--- config.mk ---
export PLATFORM = sky130hd
export DESIGN_NAME = err_sat_counter
export DESIGN_NICKNAME = d
export VERILOG_FILES = /design/src/rtl/err_sat_counter.sv
export SDC_FILE = /design/constraint.sdc
export NUM_CORES = 1
export LEC_CHECK = 0
export ABC_AREA = 0
export CELL_PAD_IN_SITES_DETAIL_PLACEMENT = 0
export CELL_PAD_IN_SITES_GLOBAL_PLACEMENT = 2
export CORE_AREA = 2 2 39 41
export CTS_BUF_LIST = sky130_fd_sc_hd__clkbuf_8
export DETAILED_ROUTE_END_ITERATION = 6
export DIE_AREA = 0 0 41 43
export PLACE_DENSITY_LB_ADDON = 0.15
export REMOVE_ABC_BUFFERS = 1
export SLEW_MARGIN = 20
export SYNTH_ARGS = -nofsm -noshare
export SYNTH_HDL_FRONTEND = slang
export SYNTH_SLANG_ARGS = --single-unit
--- constraint.sdc ---
create_clock -name clk -period 1.3 [get_ports clk]
set_input_delay 0.325 -clock clk [delete_from_list [all_inputs] [get_ports clk]]
set_output_delay 0.325 -clock clk [all_outputs]
set_load 0.05 [all_outputs]
--- src/rtl/err_sat_counter.sv ---
// Saturating error counter: async active-low reset, synchronous clear that
// takes priority over increment, holds at all-ones instead of wrapping.
module err_sat_counter #(
    parameter int ERR_W = 4
) (
    input  logic             clk,
    input  logic             rst_n,
    input  logic             clr,
    input  logic             inc,
    output logic [ERR_W-1:0] count
);

    function automatic logic [ERR_W-1:0] sat_inc(input logic [ERR_W-1:0] v);
        return (&v) ? v : v + 1'b1;
    endfunction

    always_ff @(posedge clk or negedge rst_n) begin
        if (!rst_n) begin
            count <= '0;
        end else if (clr) begin
            count <= '0;
        end else if (inc) begin
            count <= sat_inc(count);
        end
    end

endmodule

==> results of run 1 <==
-- critical path: stages --
cell and delay, ns:
clkdlybuf4s50_1 0.48, inv_1 0.07, a31oi_4 0.16, mux2_4 0.31
-- kinds of logic (layout without fill, tap and decap cells) --
family / Yosys count / count (layout) / share of synthesized area
and+or+nand+nor: 8 / 8 / 0.214
DFF: 4 / 4 / 0.440
AOI/OAI and AO/OA: 3 / 3 / 0.148
muxes: 2 / 2 / 0.110
buffers and inverters: 2 / 18 / 0.0330
adders and majority gates: 1 / 1 / 0.0549
-- cells in the final DEF, fill, tap and decap left out, drive strengths merged --
master,netlist,final
buf,0,10
dfrtp,4,4
clkbuf,0,3
clkdlybuf4s50,0,3
nand2b,2,2
inv,2,2
nor3,2,2
a31oi,1,1
mux2i,1,1
nor2b,1,1
nor2,1,1
mux2,1,1
nand4,1,1
a211oi,1,1
and4b,1,1
a21oi,1,1
ha,1,1
-- power by group --
group	switching, W	internal [W]	total, W
clock network	0.0000611	0.000197	0.000258
logic	0.0000513	0.0000590	0.000110
registers	0.00000503	0.000131	0.000137
-- routing by layer --
metal | vias to the layer above | share of wire | routed length [um] | global-route usage
met4 | 0 | 0 | 0 | 0.100
met2 | 7 | 0.49 | 282 | 0.128
met5 | - | 0 | 0 | 0
li1 | 107 | - | - | -
met1 | 89 | 0.43 | 249 | 0.114
met3 | 0 | 0.078 | 45 | 0.0419
-- per-stage QoR --
| step | setup TNS [ns] | setup slack, ns |
|---|---|---|
| finish | 0 | 0.0522 |
| global route | 0 | 0.00225 |
| CTS | 0 | 0.0279 |
| detailed placement | -0.385 | -0.174 |
| global placement | -0.342 | -0.164 |
| floorplan | -0.404 | -0.259 |
-- final cells by class --
| cell class | instances | area share |
|---|---|---|
| sequential | 4 | 0.224 |
| tap | 16 | 0.0448 |
| inverter | 2 | 0.0168 |
| timing repair buffer | 13 | 0.347 |
| clock buffer | 3 | 0.0924 |
| multi-input combinational | 14 | 0.275 |
-- worst min-delay path by stage --
stage	from	end	slack [ns]	cells past startpoint
floorplan	rst_n	count[0]$_DFFE_PN0P_	0.03	0
global placement	rst_n	count[1]$_DFFE_PN0P_	0.55	1
detailed placement	rst_n	count[0]$_DFFE_PN0P_	0.56	1
CTS	rst_n	count[0]$_DFFE_PN0P_	0.32	1
global route	rst_n	count[0]$_DFFE_PN0P_	0.33	1
finish	rst_n	count[0]$_DFFE_PN0P_	0.32	1
==> impl_metrics.csv, run 1 <==
group,metric,value,unit
clock_network,cts-resized-gates,0,
synthesis,synth_most_common_cell,"dfrtp_1",
synthesis,synth_edf_count,0,
layout,diodes,0,
clock_network,htreeDepth,1,
timing,tightestPinTransition,0.266,ns
clock_network,cts_buffers,3,
placement,dp.cells,49,
worst_setup_path,path_class,"in2reg",
global_routing,grt_pass1_wl,1.10,mm
synthesis,ys_top_cells_by_count,"dfrtp_1 (4), inv_1 (2), nand2b_1 (2), nor3_1 (2)",
layout,top_register,"count",
worst_setup_path,rr_endpoint,"count[0]$_DFFE_PN0P_",
floorplanning,die_area,1760,sq um
synthesis,synthDistinctLibCells,14,
synthesis,avgSynthCellArea,11.4,sq um
routing,viasPerCell,3.90,
global_routing,grt_pass1_vias,255,
placement,dpl-instance-area,403,sq um
routing,drc,0,
timing,rsz0062_at_grt,"false",
floorplanning,dieHeight,43,um
placement,dp_hpwl,460,um
floorplanning,die_x,41,um
timing,slew_headroom,0.823,
worst_setup_path,worst-r2r-setup-slack,0.07,ns
routing,wire_per_inst,11.1,um
power,power_density,1130,nW/um^2
floorplanning,core,1380,sq um
layout,fin_util,0.323,
layout,fillers,135,
timing,hold_slack,0.321,ns
layout,seq_area,100,sq um
floorplanning,num_rows,14,
synthesis,yosysSeqAreaShare,0.440,
routing,drtIter0Drc,0,
clock_network,postCtsSetupRepairBufs,0,
clock_network,cts_tree,"done",
synthesis,ys_ff_latch,4,
routing,dr_total_vias,203,
floorplanning,start_util,0.165,
worst_setup_path,startpoint_type,"input pin",
floorplanning,io-pin-count,8,
min_path,hold_path_class,"in2async",
worst_setup_path,cp_max_fo,2,
timing,finalCriticalPeriod,1.25,ns
clock_network,cts_buffer_depth,2,
layout,area_growth,96.2,%
worst_setup_path,rr_worst_depth,3,
synthesis,netlist.area_leader.share,0.440,
power,vdd_ir_drop_max,0.480,mV
worst_setup_path,cp-end-kind,"register",
timing,hold_violations,0,
worst_setup_path,r2r_start,"count[0]$_DFFE_PN0P_",
layout,multi_input_area,123,sq um
routing,firstDrtPassIters,1,
routing,antenna_left,0,
layout,final_area,447,sq um
layout,nets,43,
placement,io_buffers,7,
synthesis,ys_async_sr_fraction,1.00,
global_routing,grt_max_degree,6,
clock_network,ctsHoldBuffers,0,
clock_network,clk_latency,0.22,ns
worst_setup_path,cp.arrival,1.34,ns
global_routing,overflow,0,
synthesis,netlist_area,228,sq um
global_routing,track_usage,0.0998,
power,power.total,0.000505,W
layout,largest_register_ffs,4,
layout,final_cells,52,
synthesis,yosys.area.top_type,"dfrtp_1",
synthesis,ys_warn_count,0,
job,maxCapViolCount,0,
worst_setup_path,endpoint,"count[0]$_DFFE_PN0P_",
timing,final_max_slew_viol_count,0,
layout,layout-drive-gt1-share,0.444,
placement,routabilityCongestion,0.601,
timing,setup_viol,0,
worst_setup_path,critPathLaunch,"inc",
global_routing,antenna_found_initial,0,
timing,clock.fmax,801,MHz
routing,wirelength,577,um
synthesis,postSynthCellCount,20,
power,p_leak,0.198,nW
layout,reg_top3,"count: 4 flops",
clock_network,clkSinkCount,4,
clock_network,root_buffer,"clkbuf_8",
clock_network,cts.clk_slew.worst_paths,0.03,ns
synthesis,synthFlopType,"dfrtp_1",
status,status,"completed",
timing,period_share,0.960,
synthesis,yosys-top-cells-area,"dfrtp_1 (44%), a31oi_4 (9.3%), mux2_4 (6.6%)",
timing,fin_skew,0.00224,ns
worst_setup_path,required,1.40,ns
(Power assumes the default switching activity.)
==> run 2: changes to the inputs <==
--- a/config.mk
+++ b/config.mk
@@ -12,6 +12,7 @@
 export CTS_BUF_LIST = sky130_fd_sc_hd__clkbuf_8
 export DETAILED_ROUTE_END_ITERATION = 6
 export DIE_AREA = 0 0 41 43
+export DONT_BUFFER_PORTS = 1
 export PLACE_DENSITY_LB_ADDON = 0.15
 export REMOVE_ABC_BUFFERS = 1
 export SLEW_MARGIN = 20
==> impl_metrics.csv, run 2 (synthesized netlist as in run 1, its figures left out) <==
group,metric,value,unit
layout,layout_commonest_cell,"buf_4",
global_routing,grt_pass1_wl,890,um
layout,fin_util,0.249,
power,power.share.sequential,0.292,
timing,tightestPinTransition,0.208,ns
global_routing,track_usage,0.0865,
placement,dp_hpwl,409,um
power,p_leak,0.160,nW
routing,firstDrtPassIters,4,
worst_setup_path,startpoint_type,"register",
placement,routabilityCongestion,0.638,
power,power_switching,0.000108,W
floorplanning,io-pin-count,8,
routing,drtIter0Drc,2,
clock_network,cts_buffers,3,
worst_setup_path,cp.arrival,1.35,ns
timing,final_max_slew_viol_count,0,
clock_network,cts.clk_slew.worst_paths,0.03,ns
timing,finalCriticalPeriod,1.25,ns
layout,diodes,0,
routing,antenna_left,0,
timing,slew_headroom,0.861,
power,pwr-share-comb,0.145,
global_routing,overflow,0,
clock_network,postCtsSetupRepairBufs,0,
timing,hold_violations,0,
power,vdd_ir_drop_max,0.397,mV
timing,setup_viol,0,
layout,largest_register_ffs,4,
floorplanning,die_x,41,um
status,status,"completed",
clock_network,root_buffer,"clkbuf_8",
clock_network,cts_buffer_depth,2,
layout,seq_area,100,sq um
power,power.total,0.000464,W
clock_network,cts_tree,"done",
worst_setup_path,critPathMaxStageDelay,0.37,ns
job,maxCapViolCount,0,
routing,drc,0,
floorplanning,die_area,1760,sq um
timing,period_share,0.962,
worst_setup_path,critPathBufInv,0,
floorplanning,dieHeight,43,um
power,power_density,1350,nW/um^2
min_path,hold_path_class,"in2reg",
global_routing,grt_max_degree,7,
global_routing,antenna_found_initial,0,
clock_network,cts-resized-gates,0,
routing,wire_per_inst,11.0,um
power,p_int,0.000356,W
clock_network,clk_latency,0.22,ns
floorplanning,num_rows,14,
floorplanning,start_util,0.165,
worst_setup_path,cp_max_fo,2,
layout,nets,37,
layout,layout-drive-gt1-share,0.367,
routing,wirelength,508,um
clock_network,htreeDepth,1,
power,pwr-share-clk,0.563,
floorplanning,core,1380,sq um
worst_setup_path,path_class,"reg2reg",
global_routing,grt_pass1_vias,195,
power,switching_share,0.233,
layout,final_cells,46,
layout,reg_top3,"count: 4 flops",
timing,clock.fmax,800,MHz
worst_setup_path,slowest_stage,"dfrtp_1",
clock_network,clkSinkCount,4,
placement,io_buffers,0,
layout,area_growth,51.1,%
timing,rsz0062_at_grt,"false",
worst_setup_path,cp_cell_sequence,"ha_1 > a31oi_4 > mux2_4",
routing,dr_total_vias,191,
layout,top_register,"count",
placement,dp.cells,42,
worst_setup_path,cp-end-kind,"register",
layout,mostFrequentLayoutCells,"buf_4 (6), dfrtp_1 (4), clkbuf_8 (3)",
layout,fillers,160,
routing,viasPerCell,4.15,
worst_setup_path,required,1.40,ns
layout,multi_input_area,120,sq um
worst_setup_path,cp_top_family,"flip-flops",
timing,fin_skew,0.000598,ns
run 2: per-layer routing:
metal	routed length [um]	vias to the layer above	global-route usage	share of wire
met2	200	9	0.0844	0.39
met4	26	0	0.120	0.051
li1	-	93	-	-
met3	60	4	0.0471	0.12
met1	220	85	0.104	0.43
met5	0	-	0	0
run 2: what timing repair did:
| action | 4_1_cts | 5_1_grt |
|---|---|---|
| endpoints found under the setup margin | 0 | 0 |
| hold endpoints to repair | 4 | 0 |
| hold buffers | 1 | 0 |
run 2: worst paths after layout:
kind,start,endpoint,slack (ns),cells past startpoint
setup / recovery,count[0]$_DFFE_PN0P_,count[0]$_DFFE_PN0P_,0.05,3
hold / removal,clr,count[3]$_DFFE_PN0P_,0.17,1
setup reg to reg,count[0]$_DFFE_PN0P_,count[0]$_DFFE_PN0P_,0.05,3
hold reg to reg,count[3]$_DFFE_PN0P_,count[3]$_DFFE_PN0P_,0.62,2
max in group asynchronous,rst_n,count[1]$_DFFE_PN0P_,0.73,1
min in group asynchronous,rst_n,count[3]$_DFFE_PN0P_,0.39,1
run 2: layout make-up:
type	count	share of cell area
clock buffer	3	0.120
inverter	2	0.0218
multi-input combinational	14	0.349
sequential	4	0.291
tap	16	0.0582
timing repair buffer	7	0.160
run 2: power groups by stage:
stage | logic, W | registers [W] | clock network, W
floorplan | 0.0000213 | 0.000160 | 0
global placement | 0.0000637 | 0.000136 | 0
detailed placement | 0.0000635 | 0.000137 | 0
CTS | 0.0000685 | 0.000135 | 0.000269
global route | 0.0000733 | 0.000136 | 0.000277
finish | 0.0000673 | 0.000135 | 0.000261
run 2: per-stage QoR:
| stage | hold WS, ns | setup slack [ns] | TNS (ns) | instance area, sq um |
|---|---|---|---|---|
| 2_1_floorplan | 0.0294 | -0.259 | -0.404 | 228 |
| 3_3_place_gp | 0.0295 | 0.0359 | 0 | 293 |
| 3_5_place_dp | 0.0295 | 0.0417 | 0 | 293 |
| 4_1_cts | 0.169 | 0.0375 | 0 | 344 |
| 5_1_grt | 0.165 | 0.00565 | 0 | 344 |
| 6_report | 0.172 | 0.0493 | 0 | 344 |
